## config.mk

```make
export PLATFORM = sky130hd
export DESIGN_NAME = pkt_fork_n
export DESIGN_NICKNAME = d
export VERILOG_FILES = /design/src/rtl/pkt_fork_n.sv
export SDC_FILE = /design/constraint.sdc
export NUM_CORES = 1
export LEC_CHECK = 0
export CAP_MARGIN = 20
export CORE_AREA = 10 10 479 481
export CTS_CLUSTER_SIZE = 28
export DETAILED_ROUTE_END_ITERATION = 8
export DIE_AREA = 0 0 489 491
export PLACE_DENSITY = 0.34
export SYNTH_ARGS = -nofsm -noshare
export SYNTH_HDL_FRONTEND = slang
export SYNTH_SLANG_ARGS = --single-unit
```

## constraint.sdc

```tcl
create_clock -name Clk -period 1.9 [get_ports Clk]
set_input_delay 0.38 -clock Clk [delete_from_list [all_inputs] [get_ports Clk]]
set_output_delay 0.38 -clock Clk [all_outputs]
set_load 0.02 [all_outputs]
```

## src/rtl/pkt_fork_n.sv

```systemverilog
// ---------------------------------------------------------------------------
// pkt_fork_n
//
// Packet-granular N-way fork for the 512-bit packet stream between
// pattern-matching services. Each packet picks its destination from the
// in_sel sideband sampled on its SOP beat. The beat is then forwarded through
// a single shared output register that is presented to every output, with a
// per-output valid mask. The next beat is accepted only once every targeted
// output has taken the current one.
//
// Optional feature (compile-time macro):
//   PKT_FORK_BROADCAST_EN - an all-ones in_sel on a SOP beat targets every
//                           output. Without the macro, all-ones is simply an
//                           out-of-range select and the packet is dropped.
//
// Parameters:
//   NUM_OUT    - number of output ports (2..8)
//   DATA_BITS  - beat width
//   EMPTY_BITS - width of the empty-byte count
//   SEL_BITS   - width of in_sel; 2**SEL_BITS must exceed NUM_OUT
//
// Ports:
//   Clk, Rst_n       - clock, asynchronous active-low reset
//   in_data          - input beat
//   in_valid         - input beat valid
//   in_ready         - input beat may transfer this cycle
//   in_sop, in_eop   - packet start / end markers
//   in_empty         - empty bytes on the EOP beat
//   in_sel           - destination index, sampled on SOP beats only
//   out_data         - registered beat, shared by all outputs
//   out_sop, out_eop - shared markers
//   out_empty        - shared empty-byte count
//   out_valid        - per-output valid (the pending mask)
//   out_ready        - per-output ready
//   stats_out_pkt    - per-output count of delivered EOP beats (32b each)
//   stats_out_pkt_s  - per-output count of delivered SOP beats (32b each)
//   stats_drop_pkt   - packets discarded for an invalid select
//   stats_proto_err  - stray non-SOP beats and SOPs arriving mid-packet
// ---------------------------------------------------------------------------
`default_nettype none

module pkt_fork_n #(
    parameter int NUM_OUT    = 2,
    parameter int DATA_BITS  = 512,
    parameter int EMPTY_BITS = 6,
    parameter int SEL_BITS   = 4
) (
    input  logic                    Clk,
    input  logic                    Rst_n,

    input  logic [DATA_BITS-1:0]    in_data,
    input  logic                    in_valid,
    output logic                    in_ready,
    input  logic                    in_sop,
    input  logic                    in_eop,
    input  logic [EMPTY_BITS-1:0]   in_empty,
    input  logic [SEL_BITS-1:0]     in_sel,

    output logic [DATA_BITS-1:0]    out_data,
    output logic                    out_sop,
    output logic                    out_eop,
    output logic [EMPTY_BITS-1:0]   out_empty,
    output logic [NUM_OUT-1:0]      out_valid,
    input  logic [NUM_OUT-1:0]      out_ready,

    output logic [NUM_OUT*32-1:0]   stats_out_pkt,
    output logic [NUM_OUT*32-1:0]   stats_out_pkt_s,
    output logic [31:0]             stats_drop_pkt,
    output logic [31:0]             stats_proto_err
);

    typedef enum logic [1:0] {
        ST_IDLE = 2'd0,   // between packets, waiting for SOP
        ST_FWD  = 2'd1,   // inside a packet being forwarded with fwd_mask
        ST_DROP = 2'd2    // inside a packet being discarded
    } state_t;

    state_t               state;
    logic [NUM_OUT-1:0]   fwd_mask;   // destination of the packet in flight
    logic [NUM_OUT-1:0]   pending;    // outputs that still owe an accept
    logic                 run;        // low in reset, high from first edge after

    logic [NUM_OUT-1:0]   accept;     // outputs taking the current beat
    logic [NUM_OUT-1:0]   hold;       // pending outputs not accepting
    logic                 xfer;       // input beat transfers this cycle

    logic                 sel_ok;     // in_sel names a real output
    logic                 sel_bcast;  // in_sel requests broadcast
    logic [NUM_OUT-1:0]   sel_onehot;
    logic [NUM_OUT-1:0]   sel_mask;   // destination mask for a SOP beat

    // -----------------------------------------------------------------------
    // Output-stage handshake
    // -----------------------------------------------------------------------
    assign accept    = pending & out_ready;
    assign hold      = pending & ~out_ready;
    assign out_valid = pending;

    // The stage is free once every pending output is either done or taking
    // the beat right now, so a drained beat and a new load share one cycle.
    // in_ready looks only at the output side, never at in_valid.
    assign in_ready  = run && (hold == '0);
    assign xfer      = in_valid && in_ready;

    // -----------------------------------------------------------------------
    // Destination decode for SOP beats
    // -----------------------------------------------------------------------
    assign sel_ok     = (in_sel < SEL_BITS'(NUM_OUT));
    assign sel_onehot = NUM_OUT'(1) << in_sel;

`ifdef PKT_FORK_BROADCAST_EN
    assign sel_bcast  = &in_sel;
`else
    assign sel_bcast  = 1'b0;
`endif

    // Out-of-range selects never load, so the all-ones branch is only
    // reached for a broadcast request.
    assign sel_mask   = sel_ok ? sel_onehot : {NUM_OUT{1'b1}};

    // -----------------------------------------------------------------------
    // Control FSM, output register and packet-level counters
    // -----------------------------------------------------------------------
    // NOTE: every register here is assigned with <= so all of them see the
    // pre-edge values of each other; mixing in = would make the result
    // depend on statement order.
    always_ff @(posedge Clk or negedge Rst_n) begin
        if (!Rst_n) begin
            state           <= ST_IDLE;
            fwd_mask        <= '0;
            pending         <= '0;
            run             <= 1'b0;
            // NOTE: the beat register is reset as well because out_data and
            // the markers must read as zero in reset, even though out_valid
            // already qualifies them.
            out_data        <= '0;
            out_sop         <= 1'b0;
            out_eop         <= 1'b0;
            out_empty       <= '0;
            stats_drop_pkt  <= '0;
            stats_proto_err <= '0;
        end else begin
            run     <= 1'b1;
            // Accepted outputs drop out of the mask; a load below overrides
            // this, which is safe because a load needs hold == 0.
            pending <= hold;

            if (xfer) begin
                if (in_sop) begin
                    // A SOP inside a packet means the previous EOP never
                    // came: flag it and restart as if we were in IDLE. The
                    // truncated packet gets no EOP delivered, so it is never
                    // counted as a delivered packet.
                    if (state != ST_IDLE) begin
                        stats_proto_err <= stats_proto_err + 32'd1;
                    end

                    if (sel_ok || sel_bcast) begin
                        fwd_mask  <= sel_mask;
                        pending   <= sel_mask;
                        out_data  <= in_data;
                        out_sop   <= 1'b1;
                        out_eop   <= in_eop;
                        out_empty <= in_empty;
                        state     <= in_eop ? ST_IDLE : ST_FWD;
                    end else begin
                        stats_drop_pkt <= stats_drop_pkt + 32'd1;
                        state          <= in_eop ? ST_IDLE : ST_DROP;
                    end
                end else begin
                    case (state)
                        ST_FWD: begin
                            pending   <= fwd_mask;
                            out_data  <= in_data;
                            out_sop   <= 1'b0;
                            out_eop   <= in_eop;
                            out_empty <= in_empty;
                            if (in_eop) begin
                                state <= ST_IDLE;
                            end
                        end
                        ST_DROP: begin
                            if (in_eop) begin
                                state <= ST_IDLE;
                            end
                        end
                        default: begin
                            // Body beat with no packet open: discard it.
                            stats_proto_err <= stats_proto_err + 32'd1;
                            state           <= ST_IDLE;
                        end
                    endcase
                end
            end
        end
    end

    // -----------------------------------------------------------------------
    // Per-output delivery counters
    // -----------------------------------------------------------------------
    for (genvar i = 0; i < NUM_OUT; i++) begin : g_stats
        logic [31:0] eop_cnt;
        logic [31:0] sop_cnt;

        always_ff @(posedge Clk or negedge Rst_n) begin
            if (!Rst_n) begin
                eop_cnt <= '0;
                sop_cnt <= '0;
            end else if (accept[i]) begin
                if (out_eop) begin
                    eop_cnt <= eop_cnt + 32'd1;
                end
                if (out_sop) begin
                    sop_cnt <= sop_cnt + 32'd1;
                end
            end
        end

        assign stats_out_pkt[i*32 +: 32]   = eop_cnt;
        assign stats_out_pkt_s[i*32 +: 32] = sop_cnt;
    end

endmodule

`default_nettype wire

```

==> impl_metrics.csv, run 1 <==
group,metric,value,unit
power_and_ir_drop,ir_worst_vdd,0.655,mV
die,die_w,489,um
routing,via_count,22600,
power_and_ir_drop,leakage,23.1,nW
synthesis,synth_compound_area_frac,0.00209,
routing,first_pass_iters,4,
timing,max_freq,451,MHz
final_layout,syn_to_final_growth,81.2,%
placement,post-dp-hpwl,134000,um
routing,avgViaCountPerCell,3.49,
die,initial_core_util,0.131,
die,die_h,491,um
synthesis,synth_cells,1906,
synthesis,synthSimpleGateAreaFrac,0.0705,
placement,place_ws,-0.850,ns
synthesis,synthMuxAreaShare,0.220,
synthesis,synthTopCellsByArea,"dfrtp_1 63%, mux2_2 17%, mux2_4 5.2%, xnor2_1 3.6%, xor2_1 2.1%",
critical_path,critPathCaptureType,"flip-flop",
clocking,path_clk_slew,0.06,ns
placement,dpl-instance-area,46500,um2
critical_path,r2r_cells,10,
placement,io_buffers,1243,
critical_path,critPathKind,"reg2reg",
die,die-area,240000,um2
timing,hold_violations,0,
global_route,grt_overflow,0,
routing,wl,169000,um
critical_path,crit_arrival,2.81,ns
die,rows,172,
timing,finalCritPeriodShare,1.17,
run,cap_violations,0,
placement,gp_congestion,0.866,
timing,min_period,2.22,ns
synthesis,syn_area_per_cell,15.0,um2
clocking,insertion_delay,0.72,ns
timing,setup_slack,-0.318,ns
clocking,cts_buffers,98,
synthesis,synth_edf_count,0,
synthesis,synth.net_count,2443,
critical_path,worstReg2RegStart,"state[1]",
final_layout,drive_gt1_frac,0.455,
routing,wl_per_cell,26.1,um
timing,drv_slew,0,
synthesis,yosys_warnings,0,
clocking,clock-root-buffer,"clkbuf_16",
outcome,status,"complete, but fails checks",
synthesis,synth_top_cell_by_area,"dfrtp_1",
die,io_pins,1244,
synthesis,synth_ff_type,"dfrtp_1",
routing,drc,0,
synthesis,synth_area,28700,um2
timing,setup_viol_count_final,539,
synthesis,synth_cell_types,44,
outcome,violations,"negative setup slack",
synthesis,synth_top_area_frac,0.628,
synthesis,yosysSeqAreaShare,0.628,
global_route,grt_pass1_vias,24400,
synthesis,ys_seq_elements,719,
clocking,cts_sinks,719,
final_layout,finalInstanceArea,51900,um2
clocking,cts_tree,"yes",
timing,rsz0062_at_grt,"true",
global_route,globalRouteTotalUtil,0.132,
critical_path,startpoint_type,"flip-flop",
clocking,clockBufferDepth,3,
die,core_area,219000,um2
routing,drt_iter0_drc,853,
global_route,grt_max_degree,71,
critical_path,crit_required,2.50,ns
clocking,htree_levels,3,
global_route,grt_pass1_wl,222000,um
timing,skew,0.0296,ns
synthesis,async_reset_ff_frac,1.00,
synthesis,synth_xor_area_frac,0.0568,
synthesis,synth_adder_area_share,0.00349,
critical_path,cp-startpoint,"state[1]",
synthesis,synth_top_family_by_area,"multiplexers",
critical_path,cp_max_fo,6,
global_route,antenna_found_initial,50,
power_and_ir_drop,power_density,1050,nW/um2
routing,ant_nets,0,
min_path,hold_path_class,"in2async",
final_layout,finalNetCount,4061,
==> what timing repair did <==
action,CTS,global route
setup endpoints to repair,1257,700
endpoints found under the hold margin,266,0
gates cloned,17,30
buffers inserted,59,22
resized for setup,2425,139
pin swaps,17,25
hold buffers,1,0
==> placed cells by master, fill, tap and decap left out, types with 70 or more instances in the layout <==
cell type and n:
buf_2 191, nand3_1 70, xnor2_1 117, clkdlybuf4s50_1 527
clkdlybuf4s15_2 267, buf_4 232, clkdlybuf4s15_1 133, clkbuf_16 123
mux2_4 205, mux2_2 320, dfrtp_1 668
==> report_power, final <==
part           switching, mW  internal (mW)  total (mW)
Sequential              1.99           18.2        20.2
Combinational           8.08           7.25        15.3
Clock                   7.84           11.4        19.2
Total                   17.9           36.8        54.7
==> Yosys cell counts, types with 2 or more instances <==
cell	instances
nand4_1	54
xnor2_1	118
mux2i_1	2
nor3_1	14
xor2_1	68
and3_1	36
nor3_2	2
mux2_2	425
nand2b_1	2
ha_1	8
buf_4	31
and2_1	7
and4_1	17
buf_2	19
nor4_4	2
o21ai_0	4
nand3_1	77
o31ai_1	2
buf_6	12
or2_2	5
clkbuf_1	7
nand2_1	67
inv_1	17
a21oi_1	2
nor2b_1	2
mux2_4	100
dfrtp_1	719
nor4_1	7
nor2_1	61
or3_1	3
nor4_2	3
==> metal layers <==
metal / track usage / up-vias / wire (um)
met1: 0.157 / 11400 / 68800
li1: - / 9989 / -
met3: 0.0594 / 210 / 16900
met5: 0 / - / 155
met4: 0.0284 / 24 / 3730
met2: 0.218 / 959 / 79400
==> cells by family after synthesis <==
kind of cell / Yosys count
AO/OA/AOI/OAI: 10
buffers and inverters: 87
flip-flops: 719
AND/OR/NAND/NOR: 368
XOR/XNOR: 186
adder cells (fa/ha/maj): 8
other: 1
multiplexers: 527
==> layout make-up <==
cell class | count | area [um2]
antenna | 6 | 15.0
clock buffer | 153 | 3000
clock inverter | 28 | 308
fill | 23300 | 167000
inverter | 17 | 63.8
multi-input combinational | 1100 | 10700
sequential | 719 | 18100
tap | 2871 | 3590
timing repair buffer | 1588 | 16200
==> per-stage QoR <==
| stage | util | total power, mW | hold WS [ns] | std cells | TNS, ns |
|---|---|---|---|---|---|
| 3_3_place_gp | 0.212 | 36.9 | 0.335 | 6179 | -541.56 |
| 4_1_cts | 0.231 | 55.8 | 0.123 | 6437 | -120.20 |
| 5_1_grt | 0.237 | 57.4 | 0.121 | 6478 | -155.82 |
| 3_5_place_dp | 0.212 | 36.8 | 0.339 | 6179 | -472.61 |
| 6_report | 0.237 | 54.7 | 0.192 | 6482 | -102.16 |
| 2_1_floorplan | - | 26.2 | 0.0844 | 1906 | -1.49 |
==> state kept, by name (all words and copies together), names as in the netlist <==
| name | cells |
|---|---|
| g_stats.sop_cnt | 64 |
| g_stats.eop_cnt | 64 |
| state | 2 |
| stats_proto_err | 32 |
| out_empty | 6 |
| stats_drop_pkt | 32 |
| run | 1 |
| out_eop | 1 |
| out_data | 512 |
| out_valid | 2 |
| fwd_mask | 2 |
| out_sop | 1 |
==> path summary, 6_finish.rpt <==
path / slack [ns] / to
setup / recovery: -0.32 / out_data[319]
hold / removal: 0.19 / out_data[69]
setup reg to reg: -0.32 / out_data[319]
hold reg to reg: 0.47 / stats_drop_pkt[31]
max in group asynchronous: 0.89 / out_data[237]
min in group Clk: 0.27 / out_data[450]
==> worst max-delay path, cell delays in order (launching register included) <==
cell	delay (ns)
dfrtp_1	0.36
inv_2	0.05
buf_4	0.12
ha_2	0.17
nor2b_4	0.13
o21a_4	0.28
buf_4	0.16
buf_12	0.13
buf_16	0.15
bufbuf_16	0.28
mux2_4	0.29
Power figures use the tool's default switching activity.
==> inputs of run 2 (changes only) <==
--- a/config.mk
+++ b/config.mk
@@ -6,11 +6,13 @@
 export NUM_CORES = 1
 export LEC_CHECK = 0
 export CAP_MARGIN = 20
+export CELL_PAD_IN_SITES_DETAIL_PLACEMENT = 1
+export CELL_PAD_IN_SITES_GLOBAL_PLACEMENT = 1
 export CORE_AREA = 10 10 479 481
 export CTS_CLUSTER_SIZE = 28
 export DETAILED_ROUTE_END_ITERATION = 8
 export DIE_AREA = 0 0 489 491
-export PLACE_DENSITY = 0.34
+export PLACE_DENSITY = 0.4
 export SYNTH_ARGS = -nofsm -noshare
 export SYNTH_HDL_FRONTEND = slang
 export SYNTH_SLANG_ARGS = --single-unit
==> run 2 against run 1 <==
Against the previous run:
- the run still ends with negative setup slack left
- clock power decreased by 3%
- final area fell by 3.7%
- wire length shrank 3.2%
- first-iteration DRC count shrank 15%
- register-to-register slack improved by 0.05 ns
- clock skew is 0.0093 ns lower
- sequential power about the same
- via count fell by 1.9%
- die area unchanged
- critical endpoint is now out_data[302]
- largest power group unchanged
==> impl_metrics.csv, run 2 (synthesis gave the netlist of run 1 again) <==
group,metric,value,unit
critical_path,cp_max_fo,8,
global_route,antenna_found_initial,60,
routing,avgViaCountPerCell,3.47,
timing,max_freq,460,MHz
critical_path,critPathCaptureType,"flip-flop",
critical_path,crit_chain,"buf_4 -> ha_1 -> nor2b_2 -> o21a_4 -> buf_12 -> clkbuf_16 -> buf_6 -> mux2_4",
global_route,grt_overflow,0,
run,cap_violations,0,
critical_path,crit_family,"buffers and inverters",
critical_path,cp-startpoint,"state[0]",
clocking,path_clk_slew,0.06,ns
final_layout,regMostFlops,"out_data",
critical_path,crit_buf_inv,4,
global_route,grt_pass1_vias,24200,
critical_path,slowest_stage,"dfrtp_1",
critical_path,ff2ff_setup_slack,-0.27,ns
clocking,insertion_delay,0.73,ns
routing,drt_iter0_drc,728,
clocking,cts_sinks,719,
global_route,grt_max_degree,69,
timing,rsz0062_at_grt,"true",
critical_path,slowest_delay,0.40,ns
critical_path,critPathKind,"reg2reg",
clocking,cts_tree,"yes",
final_layout,largest_reg_flops,512,
timing,relSlewSlack,0.655,
critical_path,crit_arrival,2.78,ns
clocking,cts_buffers,98,
final_layout,layout_common_cells,"673 x dfrtp_1, 527 x clkdlybuf4s50_1, 425 x mux2_2",
final_layout,finalNetCount,3978,
routing,ant_nets,0,
timing,drv_slew,0,
timing,setup_viol_count_final,562,
timing,setup_slack,-0.273,ns
final_layout,top_regs,"out_data x512, g_stats.eop_cnt x64, g_stats.sop_cnt x64",
critical_path,worstReg2RegStart,"state[0]",
die,rows,172,
routing,drc,0,
routing,first_pass_iters,4,
routing,wl,164000,um
critical_path,r2r_cells,8,
timing,tightest_slew,0.517,ns
final_layout,final_common_cell,"dfrtp_1",
placement,post-dp-hpwl,128000,um
routing,via_count,22200,
timing,hold_violations,0,
critical_path,startpoint_type,"flip-flop",
final_layout,final_core_util,0.228,
placement,io_buffers,1243,
die,core_area,219000,um2
outcome,status,"complete, but fails checks",
clocking,htree_levels,3,
final_layout,syn_to_final_growth,74.4,%
die,die-area,240000,um2
routing,wl_per_cell,25.6,um
final_layout,drive_gt1_frac,0.434,
die,io_pins,1244,
min_path,hold_path_class,"in2async",
critical_path,endpoint,"out_data[302]",
die,die_w,489,um
global_route,grt_pass1_wl,214000,um
timing,finalCritPeriodShare,1.14,
timing,skew,0.0203,ns
die,initial_core_util,0.131,
critical_path,crit_required,2.50,ns
critical_path,crit_cells,8,
critical_path,rr_endpoint,"out_data[302]",
global_route,globalRouteTotalUtil,0.126,
outcome,violations,"negative setup slack",
clocking,clockBufferDepth,3,
placement,gp_congestion,0.828,
power_and_ir_drop,power_density,1060,nW/um2
power_and_ir_drop,ir_worst_vdd,0.639,mV
power_and_ir_drop,leakage,22.2,nW
die,die_h,491,um
clocking,clock-root-buffer,"clkbuf_16",
timing,min_period,2.17,ns
timing,timing.hold.ws,0.157,ns
## run 2: cell type report
type	instances	area (um2)
clock buffers	151	2900
repair buffers	1505	14800
multi-input cells	1100	10200
well taps	2871	3590
flip-flops and latches	719	18000
inverters	17	63.8
fillers	24300	169000
diodes	6	15.0
clock inverters	27	310
## run 2: through the flow
stage / TNS, ns / std cells / total power [mW] / setup WS [ns] / cell area [um2]
global placement: -545.33 / 6151 / 36.2 / -0.940 / 46200
CTS: -109.81 / 6350 / 54.6 / -0.286 / 49000
floorplan: -1.49 / 1906 / 26.2 / -0.0232 / 28800
finish: -99.64 / 6396 / 53.2 / -0.273 / 50000
global route: -142.85 / 6391 / 56.1 / -0.340 / 50000
detailed placement: -521.15 / 6151 / 36.3 / -0.902 / 46200
## run 2: worst reg2reg max path, cell delays in order (launching register included)
cell	delay [ns]
dfrtp_1	0.40
buf_4	0.15
ha_1	0.18
nor2b_2	0.16
o21a_4	0.27
buf_12	0.17
clkbuf_16	0.23
buf_6	0.20
mux2_4	0.30
## run 2: what timing repair did
item	CTS	global route
setup buffers	22	8
pin swaps	11	8
resized for setup	2313	45
gates cloned	0	32
hold buffers	1	0
setup endpoints to repair	1252	673
hold endpoints to repair	363	0
## run 2: worst min-delay path by stage
stage | startpoint | end | slack [ns] | depth (start not counted)
finish | Rst_n | out_data[366] | 0.16 | 2
global route | Rst_n | out_data[366] | 0.11 | 2
CTS | Rst_n | out_data[366] | 0.07 | 2
detailed placement | Rst_n | out_data[366] | 0.31 | 1
global placement | Rst_n | out_data[366] | 0.31 | 1
floorplan | Rst_n | fwd_mask[0] | 0.08 | 0
## run 2: per-layer routing
| layer | routed length [um] | up-vias | global-route usage |
|---|---|---|---|
| li1 | - | 9795 | - |
| met2 | 81400 | 891 | 0.221 |
| met4 | 3380 | 70 | 0.0274 |
| met1 | 61100 | 11200 | 0.134 |
| met5 | 443 | - | 0 |
| met3 | 17200 | 215 | 0.0626 |
## run 2: report_power, final
part / internal, mW / switching, mW
clock: 10.9 / 7.79
sequential: 18.2 / 1.83
combinational: 6.82 / 7.67
==> inputs of run 3 (changes only) <==
--- a/config.mk
+++ b/config.mk
@@ -13,6 +13,7 @@
 export DETAILED_ROUTE_END_ITERATION = 8
 export DIE_AREA = 0 0 489 491
 export PLACE_DENSITY = 0.4
+export REMOVE_ABC_BUFFERS = 1
 export SYNTH_ARGS = -nofsm -noshare
 export SYNTH_HDL_FRONTEND = slang
 export SYNTH_SLANG_ARGS = --single-unit
==> run 3 against run 2 <==
Against the previous run:
- the flow still finishes with violations (negative setup slack)
- flip-flop and latch count unchanged
- final area up 0.18%
- die area unchanged
- sequential share of layout area is 0.11 points lower
- via count up 0.56%
- largest cell class unchanged
==> impl_metrics.csv, run 3 (synthesis gave the netlist of run 1 again) <==
group,metric,value,unit
outcome,status,"complete, but fails checks",
outcome,violations,"negative setup slack",
routing,avgViaCountPerCell,3.48,
timing,hold_violations,0,
final_layout,regMostFlops,"out_data",
routing,first_pass_iters,4,
timing,setup_slack,-0.246,ns
power_and_ir_drop,p_clk_frac,0.353,
min_path,hold_path_class,"in2async",
power_and_ir_drop,p_comb_frac,0.276,
routing,ant_nets,0,
run,cap_violations,0,
timing,min_period,2.15,ns
routing,wl,163000,um
power_and_ir_drop,pwr-share-seq,0.372,
global_route,globalRouteTotalUtil,0.127,
clocking,cts_sinks,719,
power_and_ir_drop,p_int,36.0,mW
die,die_h,491,um
timing,setup_viol_count_final,555,
global_route,grt_pass1_vias,24500,
power_and_ir_drop,ir_worst_vdd,0.625,mV
final_layout,top_regs,"out_data x512, g_stats.eop_cnt x64, g_stats.sop_cnt x64",
critical_path,critPathKind,"reg2reg",
timing,setup_tns,-85.60,ns
timing,timing.hold.ws,0.205,ns
routing,wl_per_cell,25.4,um
clocking,htree_levels,3,
final_layout,largest_reg_flops,512,
clocking,clock-root-buffer,"clkbuf_16",
die,io_pins,1244,
timing,finalCritPeriodShare,1.13,
critical_path,slowest_stage,"dfrtp_1",
clocking,insertion_delay,0.72,ns
final_layout,syn_to_final_growth,74.7,%
power_and_ir_drop,p_switching,17.3,mW
routing,drc,0,
final_layout,final_common_cell,"dfrtp_1",
critical_path,startpoint_type,"flip-flop",
timing,max_freq,466,MHz
final_layout,finalInstanceArea,50100,um2
critical_path,critPathCaptureType,"flip-flop",
final_layout,fin_cells,6416,
placement,place_ws,-0.927,ns
timing,drv_slew,0,
final_layout,layout_common_cells,"691 x dfrtp_1, 528 x clkdlybuf4s50_1, 425 x mux2_2",
placement,dpl-instance-area,46300,um2
placement,gp_congestion,0.775,
power_and_ir_drop,leakage,22.5,nW
die,core_area,219000,um2
placement,io_buffers,1243,
die,die-area,240000,um2
timing,skew,0.0335,ns
critical_path,cp_max_fo,9,
critical_path,crit_required,2.49,ns
clocking,cts_buffers,98,
power_and_ir_drop,p_sw_frac,0.324,
die,rows,172,
global_route,grt_max_degree,77,
placement,dp.cells,6159,
global_route,grt_pass1_wl,216000,um
clocking,clockBufferDepth,3,
global_route,antenna_found_initial,48,
timing,rsz0062_at_grt,"true",
final_layout,finalNetCount,3992,
routing,via_count,22300,
global_route,grt_overflow,0,
critical_path,crit_buf_inv,5,
power_and_ir_drop,power_density,1060,nW/um2
critical_path,crit_family,"buffers and inverters",
clocking,cts_tree,"yes",
critical_path,crit_arrival,2.73,ns
routing,drt_iter0_drc,668,
placement,post-dp-hpwl,129000,um
clocking,path_clk_slew,0.06,ns
die,initial_core_util,0.131,
final_layout,drive_gt1_frac,0.433,
critical_path,crit_chain,"buf_4 -> ha_1 -> nor2b_4 -> o21a_4 -> buf_12 -> buf_12 -> clkbuf_16 -> clkbuf_16 -> mux2_4",
die,die_w,489,um
critical_path,slowest_delay,0.39,ns
==> run 3: through the flow <==
step | utilization | power [mW]
floorplan | - | 26.4
global placement | 0.211 | 36.4
detailed placement | 0.211 | 36.5
CTS | 0.224 | 54.7
global route | 0.228 | 56.1
finish | 0.228 | 53.3
==> run 3: worst register-to-register path, cell delays in order, from the launching register on <==
cell       delay [ns]
dfrtp_1          0.39
buf_4            0.14
ha_1             0.19
nor2b_4          0.13
o21a_4           0.21
buf_12           0.16
buf_12           0.18
clkbuf_16        0.16
clkbuf_16        0.17
mux2_4           0.29
==> run 3: area by class of cell <==
class | instances | area (um2)
antenna | 14 | 35.0
clock buffer | 151 | 2930
clock inverter | 25 | 283
fill | 24300 | 169000
inverter | 17 | 63.8
multi-input combinational | 1100 | 10300
sequential | 719 | 18000
tap | 2871 | 3590
timing repair buffer | 1519 | 14800
==> run 3: layer usage <==
layer,track usage,vias to the layer above,wire length [um],share of wire
met2,0.209,870,76400,0.47
met1,0.144,11400,63400,0.39
met3,0.0727,195,19600,0.12
li1,-,9829,-,-
met5,0,-,307,0.0019
met4,0.0227,50,2940,0.018
==> run 3: what timing repair did <==
item / 4_1_cts / 5_1_grt
hold buffers: 1 / 0
gates resized for setup: 2250 / 71
endpoints found under the setup margin: 1270 / 786
hold endpoints to repair: 435 / 0
cloned: 1 / 20
setup buffers: 26 / 26
pin swaps: 6 / 19
==> run 3: worst paths after layout <==
| check | endpoint | slack [ns] | cells after the start | startpoint |
|---|---|---|---|---|
| max | out_data[351] | -0.25 | 9 | state[0] |
| min | g_stats[1].eop_cnt[19] | 0.21 | 2 | Rst_n |
| max reg2reg | out_data[351] | -0.25 | 9 | state[0] |
| min reg2reg | stats_proto_err[31] | 0.46 | 1 | stats_proto_err[31] |
| max in group asynchronous | out_data[21] | 0.86 | 4 | Rst_n |
| min in group Clk | out_data[415] | 0.27 | 2 | in_data[415] |
==> run 3: power groups by stage <==
stage          Clock [mW]  Sequential, mW  Combinational (mW)
6_report             18.8            19.8                14.7
5_1_grt              20.4            20.2                15.5
4_1_cts              19.8            19.9                15.1
3_5_place_dp            0            20.1                16.4
3_3_place_gp            0            20.1                16.4
2_1_floorplan           0            23.3                3.04
